$ cat src/rtl/power_seq_pkg.sv
// power_seq_pkg: shared state encoding, default timing constants and per-state control decode
package power_seq_pkg;

    localparam int STEP_CYCLES_DEF = 2;
    localparam int ACK_TIMEOUT_DEF = 64;

    typedef enum logic [3:0] {
        ON, PD_CLK, PD_ISO, PD_RST, PD_SW, OFF, PU_SW, PU_RST, PU_ISO
    } pwr_state_e;

    typedef struct packed {
        logic switch_n;
        logic iso_n;
        logic rst_n;
        logic clkgate_en_n;
    } pwr_ctrl_t;

    function automatic pwr_ctrl_t ctrl_of(pwr_state_e s);
        case (s)
            ON:              return 4'b0111;
            PD_CLK, PU_ISO:  return 4'b0110;
            PD_ISO, PU_RST:  return 4'b0010;
            PD_RST, PU_SW:   return 4'b0000;
            default:         return 4'b1000;
        endcase
    endfunction

endpackage

$ cat src/rtl/power_seq_timer.sv
// power_seq_timer: saturating dwell/timeout counter, cleared on load, expires at a programmable limit
module power_seq_timer #(
    parameter int W = 4
) (
    input  logic         clk,
    input  logic         rst_n,
    input  logic         load,
    input  logic         count,
    input  logic [W-1:0] limit,
    output logic         expire
);

    logic [W-1:0] cnt_q;

    always_ff @(posedge clk or negedge rst_n)
        if (!rst_n) cnt_q <= '0;
        else if (load) cnt_q <= '0;
        else if (count && cnt_q != '1) cnt_q <= cnt_q + 1'b1;

    assign expire = cnt_q == limit;

endmodule

$ cat src/rtl/power_domain_sequencer.sv
// power_domain_sequencer: Moore FSM sequencing clock gate, isolation, reset and power switch
// for one power domain, with registered outputs and a sticky switch-ack timeout.
module power_domain_sequencer
    import power_seq_pkg::*;
#(
    parameter int STEP_CYCLES = STEP_CYCLES_DEF,
    parameter int ACK_TIMEOUT = ACK_TIMEOUT_DEF
) (
    input  logic clk_i,
    input  logic rst_ni,
    input  logic req_valid_i,
    input  logic req_on_i,
    output logic req_ready_o,
    input  logic switch_ack_ni,
    output logic switch_no,
    output logic iso_no,
    output logic rst_no,
    output logic clkgate_en_no,
    output logic done_o,
    output logic powered_o,
    output logic timeout_o
);

    localparam int CW = $clog2((STEP_CYCLES > ACK_TIMEOUT ? STEP_CYCLES : ACK_TIMEOUT) + 1);
    localparam logic [CW-1:0] STEP_LIM = CW'(STEP_CYCLES - 1);
    localparam logic [CW-1:0] ACK_LIM = CW'(ACK_TIMEOUT - 1);

    pwr_state_e state_q, state_d;
    pwr_ctrl_t  ctrl_q;
    logic       accept, in_sw, expire, done_d, timeout_d;

    assign accept = req_valid_i && (state_q == ON || state_q == OFF);
    assign in_sw  = state_q == PD_SW || state_q == PU_SW;

    power_seq_timer #(.W(CW)) u_timer (
        .clk    (clk_i),
        .rst_n  (rst_ni),
        .load   (state_d != state_q),
        .count  (1'b1),
        .limit  (in_sw ? ACK_LIM : STEP_LIM),
        .expire (expire)
    );

    always_ff @(posedge clk_i or negedge rst_ni)
        if (!rst_ni) begin
            state_q     <= ON;
            ctrl_q      <= ctrl_of(ON);
            done_o      <= 1'b0;
            powered_o   <= 1'b1;
            timeout_o   <= 1'b0;
            req_ready_o <= 1'b1;
        end else begin
            state_q     <= state_d;
            ctrl_q      <= ctrl_of(state_d);
            done_o      <= done_d;
            powered_o   <= state_d == ON;
            timeout_o   <= timeout_d;
            req_ready_o <= state_d == ON || state_d == OFF;
        end

    always_comb begin
        state_d = state_q;
        case (state_q)
            ON:      if (accept && !req_on_i) state_d = PD_CLK;
            PD_CLK:  if (expire) state_d = PD_ISO;
            PD_ISO:  if (expire) state_d = PD_RST;
            PD_RST:  if (expire) state_d = PD_SW;
            PD_SW:   if (switch_ack_ni) state_d = OFF;
            OFF:     if (accept && req_on_i) state_d = PU_SW;
            PU_SW:   if (!switch_ack_ni) state_d = PU_RST;
            PU_RST:  if (expire) state_d = PU_ISO;
            PU_ISO:  if (expire) state_d = ON;
            default: state_d = ON;
        endcase
    end

    // A request matching the current stable state completes without moving
    always_comb begin
        done_d = (accept && (req_on_i == (state_q == ON)))
              || (state_q == PD_SW && state_d == OFF)
              || (state_q == PU_ISO && state_d == ON);
        timeout_d = accept ? 1'b0
                  : timeout_o || (ACK_TIMEOUT != 0 && in_sw && expire && state_d == state_q);
    end

    assign {switch_no, iso_no, rst_no, clkgate_en_no} = ctrl_q;

endmodule

$ cat config.mk
export PLATFORM = sky130hd
export DESIGN_NAME = power_domain_sequencer
export DESIGN_NICKNAME = d
export VERILOG_FILES = /design/src/rtl/power_seq_pkg.sv /design/src/rtl/power_seq_timer.sv /design/src/rtl/power_domain_sequencer.sv
export SDC_FILE = /design/constraint.sdc
export NUM_CORES = 1
export LEC_CHECK = 0
export CORE_ASPECT_RATIO = 0.6
export CORE_MARGIN = 2
export CORE_UTILIZATION = 52
export DETAILED_ROUTE_END_ITERATION = 8
export PLACE_DENSITY = 0.75
export SETUP_SLACK_MARGIN = 0.1
export SLEW_MARGIN = 20
export SYNTH_ARGS = -nofsm -noshare
export SYNTH_HDL_FRONTEND = slang
export SYNTH_SLANG_ARGS = --single-unit
$ cat constraint.sdc
create_clock -name clk_i -period 3.1 [get_ports clk_i]
set_clock_uncertainty 0.1 [all_clocks]
set_input_delay 0.62 -clock clk_i [delete_from_list [all_inputs] [get_ports clk_i]]
set_output_delay 0.62 -clock clk_i [all_outputs]
set_load 0.05 [all_outputs]
==> summary.txt <==
Timing
  • Setup TNS: 0 ns
  • Period utilisation layout: 77.2%
  • Final Slew Violations: 0
  • Peak Freq: 418 MHz
  • RSZ-0062 raised after global routing: false
  • Worst-Margin Slew: 0.796 ns
  • Tmin final: 2.39 ns
  • Fin Hold WS: 0.555 ns
  • Final Hold Vio Count: 0
  • Setup Viol. Count Final: 0
  • Worst relative slew slack: 46.8%

Routing
  • Total routed wirelength: 2380 um
  • TritonRoute pass-1 iters: 4
  • Final antenna-violating net count: 0
  • Vias/cell: 6.19
  • DRT iter0 DRCs: 63
  • Via count: 978
  • DRC: 0
  • Wirelength per Cell: 15.1 um

Die
  • IO Count: 13
  • Core ar.: 2130 um^2
  • Chip width: 64.6 um
  • Rows: 13
  • Die height: 40.3 um
  • Initial Util: 53.7%
  • Die ar.: 2610 um^2

Synth
  • Synthesized Nets: 122
  • Adder-Cell Fraction of Synth Area: 1.09%
  • Synth Warn #: 0
  • Main combinational cell family by area after synthesis: simple AND/OR/NAND/NOR gates
  • Syn avg cell area: 9.87 um^2
  • Synth Area in Simple Gates: 34.1%
  • Sequential share of the synthesized area: 42.1%
  • Multiplexer share of the synthesized area: 2.62%
  • Synthesized area: 1140 um^2
  • Ys flop type: dfrtp_1
  • Post-synthesis cell count: 116
  • Synth cell types: 47
  • Number of flops mapped to enable cells by yosys: 0
  • Compound-Gate Fraction of Synth Area: 12.2%
  • Synthesized flop and latch total: 19
  • Post-synthesis xor/xnor area fraction: 3.83%
  • Synth async-reset ratio: 100%

Clock tree
  • Worst-Skew Late Latency: 0.25 ns
  • Hold_buf cts: 0
  • Clock Tree Root: clkbuf_8
  • H-Tree Depth: 1
  • Longest Clk Path Bufs: 2
  • Post-CTS setup buffer count: 0
  • CTS sink cnt: 19
  • Total CTS buffers: 3
  • Clock-pin slew on the worst setup and hold paths: 0.07 ns
  • PostCTS Resize Cnt: 0
  • TritonCTS clock tree: built

Power and ir drop
  • PD cells: 1080 nW/um^2
  • P_leak: 0.557 nW
  • Worst VDD drop: 434 uV

Placement
  • Gpl congestion: 0.905
  • PortBufs: 12
  • DP Wirelength: 1770 um
  • Instance area at placement: 1280 um^2

Cells and area
  • Nets: 135
  • Layout Utilization: 62.4%
  • Final Cell Area: 1330 um^2
  • Fill count: 169
  • Area Growth Syn to Fin: 16.1%
  • Share of layout cells above drive strength 1: 17.2%
  • Antenna diodes: 0

Worst setup path
  • Arrival @ worst endpoint: 2.41 ns
  • Levels on crit path: 5
  • Startpoint types: flip-flop
  • Worst r2r src: state_q[0]
  • Slowest stage delay, CP: 0.56 ns
  • R2R depth: 5
  • Critical path type: reg -> reg
  • Worst setup EP type: flip-flop
  • WP buf/inv: 0
  • CP startpoint: state_q[0]
  • CP Max Fanout: 16
  • Required @ worst endpoint: 3.11 ns
  • Critical path, cell by cell: or3b_1 -> nor4b_2 -> nor4_2 -> nor3b_4 -> nor3_1
  • Top delay family on crit path: simple AND/OR/NAND/NOR gates
  • Critical path's slowest cell: dfrtp_1

Job
  • Max-Cap Viols: 0

Hold path
  • Hold/Removal Path Class: reg -> reg
  • Hold Path Stages: 2
  • Beginning of the worst hold path: u_timer.cnt_q[3]

Global route
  • Initial antenna violation count: 0
  • Total gr overflow: 0
  • GRT Overall Usage: 21.3%
  • First-pass GRT wire length: 3970 um
  • Largest net degree at the start of global routing: 20
  • Vias in the first global route: 821

Run status
  • Run status: complete, no violations
[synthesized netlist by cell type (2+ instances only)]
library cell,count,area (um^2)
dfrtp_1,14,350
inv_1,7,26.3
a31oi_1,2,12.5
nor3_1,7,35.0
o21ai_0,5,25.0
dfstp_2,5,131
nor4_1,2,12.5
clkbuf_1,2,7.51
nand3b_1,2,15.0
or4b_1,2,20.0
nand3_1,4,20.0
o32ai_1,2,17.5
nand2b_1,2,12.5
nand2_1,10,37.5
and4_2,2,20.0
a21oi_1,4,20.0
nor2_1,7,26.3
xnor2_1,4,35.0
mux2i_1,3,30.0
nand4_1,3,18.8
[where the power goes]
| part | internal, mW | switching [mW] |
|---|---|---|
| Combinational | 0.304 | 0.487 |
| Sequential | 0.351 | 0.123 |
| Clock | 0.0892 | 0.0815 |
[cells in the final DEF, fill, tap and decap left out, drive strengths merged, types with 3 or more instances in the layout]
master / instances
dfstp: 5
dfrtp: 14
nor3: 7
mux2i: 3
inv: 7
nand3: 4
o21ai: 6
clkbuf: 3
nor2: 7
a21oi: 4
xnor2: 4
nand2: 10
nor4b: 3
nor4: 4
clkdlybuf4s50: 12
nand4: 3
[through the flow]
stage	setup WS (ns)	power, mW	std cells
3_3_place_gp	0.666	1.25	154
6_report	0.707	1.43	158
3_5_place_dp	0.588	1.26	154
5_1_grt	0.543	1.53	158
4_1_cts	0.730	1.43	158
2_1_floorplan	1.03	1.07	116
[kinds of logic (layout without fill, tap and decap cells)]
kind of cell             count (synthesis)  count (layout)
multiplexers                             3               3
AO/OA/AOI/OAI                           21              21
XOR/XNOR                                 5               5
AND/OR/NAND/NOR                         56              56
buffers and inverters                   11              23
adder cells (fa/ha/maj)                  1               1
flip-flops                              19              19
[layer usage]
layer | vias up | track usage (%) | share of wire, %
li1 | 452 | - | -
met1 | 469 | 29.9 | 47
met4 | 0 | 4.79 | 0.71
met3 | 4 | 5.34 | 8.8
met2 | 53 | 34.1 | 43
met5 | - | 0 | 0
[worst min-delay path: cells and delay by family (launching register included)]
family        cells  cell delay (ns)
xor+xnor          1             0.14
simple gates      1             0.04
flops             1             0.44
[flip-flops by register name, indices dropped and copies added, names as in the netlist]
signal         count
u_timer.cnt_q      7
state_q            4
clkgate_en_no      1
done_o             1
iso_no             1
powered_o          1
req_ready_o        1
rst_no             1
switch_no          1
timeout_o          1
[worst paths after layout]
| path | to | slack [ns] |
|---|---|---|
| min in group asynchronous | timeout_o | 0.72 |
| worst max-delay path | u_timer.cnt_q[6] | 0.71 |
| max in group asynchronous | done_o | 1.68 |
| worst min register to register | u_timer.cnt_q[3] | 0.56 |
| worst min-delay path | u_timer.cnt_q[3] | 0.56 |
| worst max register to register | u_timer.cnt_q[6] | 0.71 |
[final cells by class]
cell class	count	area, um^2	share of cell area, %
Timing Repair Buffer	12	120	9.04
Multi-Input combinational cell	86	617	46.4
Clock buffer	3	41.3	3.11
Clock inverter	1	5.00	0.377
Tap cell	30	37.5	2.82
Inverter	7	26.3	1.98
Sequential cell	19	482	36.3
Note: power is estimated with default switching activity, not from simulation.
